File: src/rtl/ex_mem_stage_pkg.sv
`default_nettype none
// ============================================================================
// ex_mem_stage_pkg : load/store encodings, FSM states, alignment helpers
// Rev 1.0
// ============================================================================
package ex_mem_stage_pkg;

    localparam logic [2:0] MEM_NONE = 3'd0;
    localparam logic [2:0] LB       = 3'd1;
    localparam logic [2:0] LH       = 3'd2;
    localparam logic [2:0] LW       = 3'd3;
    localparam logic [2:0] LBU      = 3'd4;
    localparam logic [2:0] LHU      = 3'd5;
    localparam logic [2:0] SB       = 3'd1;
    localparam logic [2:0] SH       = 3'd2;
    localparam logic [2:0] SW       = 3'd3;

    localparam logic [31:0] C_PC_RESET = 32'hFFFF_FFFC;

    typedef enum logic [0:0] {
        ST_IDLE   = 1'b0,
        ST_ACCESS = 1'b1
    } state_t;

    function automatic logic is_load(input logic [2:0] t);
        return (t >= LB) && (t <= LHU);
    endfunction

    function automatic logic is_store(input logic [2:0] t);
        return (t >= SB) && (t <= SW);
    endfunction

    // A valid load takes precedence, so only its alignment matters when both are set.
    function automatic logic is_misaligned(input logic [2:0] ld, input logic [2:0] st,
                                           input logic [1:0] off);
        if (is_load(ld))
            return ((ld == LH || ld == LHU) && off[0]) || (ld == LW && off != 2'd0);
        else if (is_store(st))
            return (st == SH && off[0]) || (st == SW && off != 2'd0);
        else
            return 1'b0;
    endfunction

endpackage
`default_nettype wire

File: src/rtl/ex_mem_stage_load_store_align.sv
`default_nettype none
// ============================================================================
// load_store_align : store lane replication / byte enables and load extraction
// Rev 1.0
// ============================================================================
module load_store_align
    import ex_mem_stage_pkg::*;
(
    input  logic [2:0]  ld_type,
    input  logic [2:0]  st_type,
    input  logic [1:0]  offset,
    input  logic [31:0] store_data,
    input  logic [31:0] rdata,
    output logic [31:0] wdata,
    output logic [3:0]  byte_en,
    output logic [31:0] load_data
);

    logic [31:0] w_shifted;
    logic [7:0]  w_byte;
    logic [15:0] w_half;

    assign w_shifted = rdata >> {offset, 3'b000};
    assign w_byte    = w_shifted[7:0];
    assign w_half    = offset[1] ? rdata[31:16] : rdata[15:0];

    always_comb begin
        wdata   = store_data;
        byte_en = 4'b0000;
        case (st_type)
            SB: begin
                wdata   = {4{store_data[7:0]}};
                byte_en = 4'b0001 << offset;
            end
            SH: begin
                wdata   = {2{store_data[15:0]}};
                byte_en = offset[1] ? 4'b1100 : 4'b0011;
            end
            SW: byte_en = 4'b1111;
            default: ;
        endcase
    end

    always_comb begin
        load_data = rdata;
        case (ld_type)
            LB:      load_data = {{24{w_byte[7]}}, w_byte};
            LBU:     load_data = {24'd0, w_byte};
            LH:      load_data = {{16{w_half[15]}}, w_half};
            LHU:     load_data = {16'd0, w_half};
            default: ;
        endcase
    end

endmodule
`default_nettype wire

File: src/rtl/ex_mem_stage.sv
`default_nettype none
// ============================================================================
// ex_mem_stage : EX/MEM pipeline register with stalling data-memory access FSM
// Optional macro MISALIGN_TRAP_EN adds the MISALIGNED output. Rev 1.0
// ============================================================================
module ex_mem_stage
    import ex_mem_stage_pkg::*;
#(
    parameter int DATA_W = 32,
    parameter int REG_AW = 5
) (
    input  logic              CLK,
    input  logic              RESET,
    input  logic              FLUSH,
    input  logic              REG_WRITE,
    input  logic [1:0]        MEM_TO_REG,
    input  logic [2:0]        MEM_READ,
    input  logic [2:0]        MEM_WRITE,
    input  logic [DATA_W-1:0] ALU_RESULT,
    input  logic [DATA_W-1:0] STORE_DATA,
    input  logic [DATA_W-1:0] PC_INCREMENT4,
    input  logic [REG_AW-1:0] RD,
    input  logic              DMEM_BUSYWAIT,
    input  logic [31:0]       DMEM_RDATA,
    output logic              DMEM_READ,
    output logic              DMEM_WRITE,
    output logic [31:0]       DMEM_ADDR,
    output logic [31:0]       DMEM_WDATA,
    output logic [3:0]        DMEM_BYTE_EN,
    output logic              STALL_OUT,
    output logic              REG_WRITE_OUT,
    output logic [1:0]        MEM_TO_REG_OUT,
    output logic [DATA_W-1:0] ALU_RESULT_OUT,
    output logic [DATA_W-1:0] PC_INCREMENT4_OUT,
    output logic [REG_AW-1:0] RD_OUT,
`ifdef MISALIGN_TRAP_EN
    output logic              MISALIGNED,
`endif
    output logic [DATA_W-1:0] LOAD_DATA_OUT
);

    state_t            r_state;
    logic              r_reg_write;
    logic [1:0]        r_mem_to_reg;
    logic [2:0]        r_mem_read;
    logic [2:0]        r_mem_write;
    logic [DATA_W-1:0] r_alu_result;
    logic [DATA_W-1:0] r_store_data;
    logic [DATA_W-1:0] r_pc4;
    logic [REG_AW-1:0] r_rd;
    logic              r_dmem_read;
    logic              r_dmem_write;
    logic [DATA_W-1:0] r_load_data;
    logic              r_misaligned;

    logic [2:0]  w_cap_read;
    logic [2:0]  w_cap_write;
    logic        w_rd_valid;
    logic        w_wr_valid;
    logic        w_mis;
    logic [31:0] w_wdata;
    logic [3:0]  w_be;
    logic [31:0] w_load_data;

    assign w_cap_read  = FLUSH ? MEM_NONE : MEM_READ;
    assign w_cap_write = FLUSH ? MEM_NONE : MEM_WRITE;
    assign w_rd_valid  = is_load(w_cap_read);
    assign w_wr_valid  = is_store(w_cap_write);

`ifdef MISALIGN_TRAP_EN
    assign w_mis      = is_misaligned(w_cap_read, w_cap_write, ALU_RESULT[1:0]);
    assign MISALIGNED = r_misaligned;
`else
    assign w_mis = 1'b0;
`endif

    always_ff @(posedge CLK or negedge RESET) begin
        if (!RESET) begin
            r_state      <= ST_IDLE;
            r_reg_write  <= 1'b0;
            r_mem_to_reg <= 2'd0;
            r_mem_read   <= MEM_NONE;
            r_mem_write  <= MEM_NONE;
            r_alu_result <= '0;
            r_store_data <= '0;
            r_pc4        <= DATA_W'(C_PC_RESET);
            r_rd         <= '0;
            r_dmem_read  <= 1'b0;
            r_dmem_write <= 1'b0;
            r_load_data  <= '0;
            r_misaligned <= 1'b0;
        end else begin
            case (r_state)
                ST_IDLE: begin
                    r_reg_write  <= FLUSH ? 1'b0 : (REG_WRITE & ~w_mis);
                    r_mem_to_reg <= FLUSH ? 2'd0 : MEM_TO_REG;
                    r_mem_read   <= w_cap_read;
                    r_mem_write  <= w_cap_write;
                    r_alu_result <= ALU_RESULT;
                    r_store_data <= STORE_DATA;
                    r_pc4        <= PC_INCREMENT4;
                    r_rd         <= FLUSH ? '0 : RD;
                    r_misaligned <= w_mis;
                    r_dmem_read  <= w_rd_valid & ~w_mis;
                    r_dmem_write <= ~w_rd_valid & w_wr_valid & ~w_mis;
                    if ((w_rd_valid || w_wr_valid) && !w_mis)
                        r_state <= ST_ACCESS;
                end
                ST_ACCESS: begin
                    if (!DMEM_BUSYWAIT) begin
                        if (r_dmem_read)
                            r_load_data <= DATA_W'(w_load_data);
                        r_dmem_read  <= 1'b0;
                        r_dmem_write <= 1'b0;
                        r_state      <= ST_IDLE;
                    end
                end
                default: r_state <= ST_IDLE;
            endcase
        end
    end

    load_store_align u_align (
        .ld_type    (r_mem_read),
        .st_type    (r_mem_write),
        .offset     (r_alu_result[1:0]),
        .store_data (r_store_data[31:0]),
        .rdata      (DMEM_RDATA),
        .wdata      (w_wdata),
        .byte_en    (w_be),
        .load_data  (w_load_data)
    );

    assign DMEM_READ         = r_dmem_read;
    assign DMEM_WRITE        = r_dmem_write;
    assign DMEM_ADDR         = {r_alu_result[31:2], 2'b00};
    assign DMEM_WDATA        = w_wdata;
    assign DMEM_BYTE_EN      = r_dmem_write ? w_be : 4'b0000;
    assign STALL_OUT         = (r_state == ST_ACCESS);
    assign REG_WRITE_OUT     = r_reg_write;
    assign MEM_TO_REG_OUT    = r_mem_to_reg;
    assign ALU_RESULT_OUT    = r_alu_result;
    assign PC_INCREMENT4_OUT = r_pc4;
    assign RD_OUT            = r_rd;
    assign LOAD_DATA_OUT     = r_load_data;

endmodule
`default_nettype wire
File: config.mk
export PLATFORM = sky130hd
export DESIGN_NAME = ex_mem_stage
export DESIGN_NICKNAME = d
export VERILOG_FILES = /design/src/rtl/ex_mem_stage_pkg.sv /design/src/rtl/ex_mem_stage_load_store_align.sv /design/src/rtl/ex_mem_stage.sv
export SDC_FILE = /design/constraint.sdc
export NUM_CORES = 1
export LEC_CHECK = 0
export CAP_MARGIN = 15
export CELL_PAD_IN_SITES_DETAIL_PLACEMENT = 0
export CELL_PAD_IN_SITES_GLOBAL_PLACEMENT = 1
export CORE_AREA = 2 2 197 141
export DETAILED_ROUTE_END_ITERATION = 8
export DIE_AREA = 0 0 199 143
export GPL_TIMING_DRIVEN = 0
export PLACE_DENSITY = 0.71
export SLEW_MARGIN = 0
export SYNTH_ARGS = -nofsm -noshare
export SYNTH_HDL_FRONTEND = slang
export SYNTH_HIERARCHICAL = 1
export SYNTH_SLANG_ARGS = --single-unit
File: constraint.sdc
create_clock -name CLK -period 4.7 [get_ports CLK]
set_input_delay 0.94 -clock CLK [delete_from_list [all_inputs] [get_ports CLK]]
set_output_delay 0.94 -clock CLK [all_outputs]
set_load 0.005 [all_outputs]
==> impl_metrics.py <==
metrics = {
    "outcome": {
        "outcome": "finished clean",
    },
    "route": {
        "postRouteAntennaNets": 0,
        "post_drt_wl_per_cell_um": 19.7,
        "drt_iter0_drc": 328,
        "dr_total_vias": 6364,
        "drc_errors": 0,
        "dr.pass1.iters": 4,
        "wl_um": 26700,
        "viasPerCell": 4.70,
    },
    "floorplanning": {
        "die_y_um": 143,
        "io_pins": 321,
        "rows": 50,
        "die_area_mm2": 0.0285,
        "core_mm2": 0.0265,
        "die_x_um": 199,
        "initial_core_util_pct": 29.6,
    },
    "finish": {
        "antenna_cells": 0,
        "final_core_util_pct": 45.8,
        "nets": 1123,
        "area_delta_synth_final_pct": 54.5,
        "drive_above_1_share_pct": 30.1,
    },
    "timing": {
        "final_hold_viol_count": 0,
        "rsz0062_at_grt": "no",
        "setup_viol": 0,
        "fmax_mhz": 271,
        "slew_violations": 0,
        "fin_setup_tns_ps": 0,
        "fin_skew_ps": 10.6,
        "period_needed_ps": 3690,
        "fin_crit_sh_pct": 78.6,
        "worstMarginPinSlew_ps": 1020,
        "slew_headroom_pct": 31.7,
    },
    "power_and_ir_drop": {
        "seqPwrFrac_pct": 33.0,
        "finalPower_mw": 5.50,
        "leakage_nw": 5.09,
        "power_frac_comb_pct": 41.0,
        "switchingPower_mw": 1.65,
        "power_density_mw_per_mm2": 454,
        "peakVddDrop_mv": 0.259,
        "clock_power_share_pct": 26.0,
        "p_int_mw": 3.85,
        "switching_share_pct": 29.9,
    },
    "synth": {
        "yosysTopAreaCell": "dfrtp_1",
        "synth_top_area_share_pct": 36.7,
        "syn_avg_cell_area_um2": 12.3,
        "async_flop_share_pct": 100,
        "synth_area_mm2": 0.00784,
        "synth_edf_count": 0,
        "synth_ff_type": "dfrtp_1",
        "yosysWarnings": 6,
        "synth_cell_types": 47,
        "yosys-top-cells-area": "dfrtp_1 (37%), mux2_2 (17%), dfstp_2 (10%)",
        "ys_seq_area_share_pct": 46.8,
        "ys_ff_latch": 145,
        "syn_inst": 639,
    },
    "critical_path": {
        "reg2regPathDepth": 5,
        "endpoint": "DMEM_BYTE_EN[0]",
        "cp_max_fo": 10,
        "crit_type": "reg -> out",
        "crit_start": "r_mem_write[1]",
        "crit_required_ps": 3760,
        "rr_startpoint": "r_mem_read[2]",
        "worstPathArrival_ps": 2750,
        "r2r-end": "LOAD_DATA_OUT[5]",
        "endpoint_kind": "output pin",
        "critPathLaunchType": "register",
        "reg2reg_slack_ps": 2330,
    },
    "run": {
        "cap_violations": 0,
    },
    "clocking": {
        "post_cts_resized": 0,
        "cts-buffers-inserted": 17,
        "insertion_delay_ps": 430,
        "cts_htree_levels": 4,
        "cts_tree": "done",
        "cts_sinks": 145,
        "clockBufferDepth": 2,
        "cts_setup_buffers": 0,
        "root_buffer": "clkbuf_16",
        "cts_hold_buf": 0,
        "cts.clk_slew.worst_paths_ps": 70,
    },
    "global_route": {
        "antenna_found_initial": 0,
        "grt_max_degree": 77,
        "grt.overflow.total": 0,
        "grt_pass1_vias": 6443,
        "track_usage_pct": 18.6,
        "grt_pass1_wl_um": 39600,
    },
    "placed_design": {
        "routabilityCongestion": 0.845,
        "io_buffers": 317,
        "hpwl_um": 20100,
    },
    "hold_path": {
        "worstHoldPathType": "reg -> reg",
    },
}
## flip-flops by register name, summed over array words and instances (netlist names)
register,cells
DMEM_READ,1
MEM_TO_REG_OUT,2
r_mem_write,3
r_store_data,32
REG_WRITE_OUT,1
ALU_RESULT_OUT,32
PC_INCREMENT4_OUT,32
RD_OUT,5
LOAD_DATA_OUT,32
STALL_OUT,1
r_mem_read,3
DMEM_WRITE,1
## power by group through the flow
stage	Combinational (mW)	Clock [mW]	Sequential, mW
global route	2.41	1.53	1.86
floorplan	1.05	0	1.81
finish	2.25	1.43	1.82
detailed placement	2.26	0	1.83
CTS	2.27	1.47	1.82
global placement	2.25	0	1.83
## routing by layer
metal	vias up	wire length (µm)	track usage, %
met3	14	2670	7.82
met4	0	180	3.73
met5	-	0	0
met2	252	11600	26.6
li1	2966	-	-
met1	3132	12300	26.1
## cell usage in the layout, fill, tap and decap left out, drive strengths merged, types with 17 or more instances in the layout
cell type / count
nand2: 21
clkbuf: 31
o21ai: 21
dfstp: 30
a21o: 17
mux2: 145
clkdlybuf4s50: 316
a21oi: 31
buf: 77
nor2: 39
dfrtp: 115
## through the flow
step	std cells	instance area [µm²]	hold slack, ps	worst slack (ps)
floorplan	640	7840	451	2380
global placement	1321	11500	465	-3630
detailed placement	1322	11500	476	1490
CTS	1354	12100	489	1010
global route	1354	12100	516	807
finish	1354	12100	484	1010
## worst max-delay path: stages (launching register included)
cell and delay (ps):
dfrtp_1 450, clkbuf_1 400, clkbuf_1 480, o21ai_0 170, a21oi_1 160, and2_1 140, clkdlybuf4s50_1 530
## cell families after synthesis
family                    share of synthesized area, %
muxes                                             26.6
DFF                                               46.8
AOI/OAI and AO/OA                                 11.9
and+or+nand+nor                                   6.53
buffers and inverters                             7.95
xor gates and xnor gates                         0.223
other                                           0.0478
## how the worst min path moves through the flow
| stage | from | to | slack [ps] | depth (start not counted) |
|---|---|---|---|---|
| after CTS | RD_OUT[0] | RD_OUT[0] | 490 | 2 |
| final | RD_OUT[0] | RD_OUT[0] | 480 | 2 |
| after detailed placement | RD_OUT[0] | RD_OUT[0] | 480 | 2 |
| after global routing | MEM_TO_REG_OUT[0] | MEM_TO_REG_OUT[0] | 520 | 2 |
| after global placement | RD_OUT[0] | RD_OUT[0] | 460 | 2 |
| after floorplan | r_mem_write[2] | r_mem_write[2] | 450 | 2 |
## synthesized netlist by cell type (2+ instances only)
master       n
nor2_1      38
a21oi_1     30
dfstp_2     30
nand2_1     20
nand2b_1    12
buf_6       14
a221o_1      9
buf_1        2
dfrtp_1    115
mux2i_1     16
a211oi_1     7
nor3b_1      2
mux2_4      30
nor2b_1     12
o22a_1       7
o21ai_0     21
a22o_1       6
nor3_1       2
o22ai_1     16
mux4_2       8
a21o_1      17
buf_2       15
clkbuf_1    13
mux2_2     115
and2_1       5
a32o_1       8
a2111oi_2    2
a2111oi_1    5
buf_4       44
## final cells by class
class | count | area [µm²]
fill | 2499 | 14300
clock buffer | 18 | 450
buffer | 88 | 619
tap | 364 | 455
sequential | 145 | 3670
clock inverter | 14 | 165
timing repair buffer | 318 | 3200
multi-input combinational | 406 | 3550
inverter | 1 | 3.75
No activity file was read; power rests on OpenSTA's default activity.
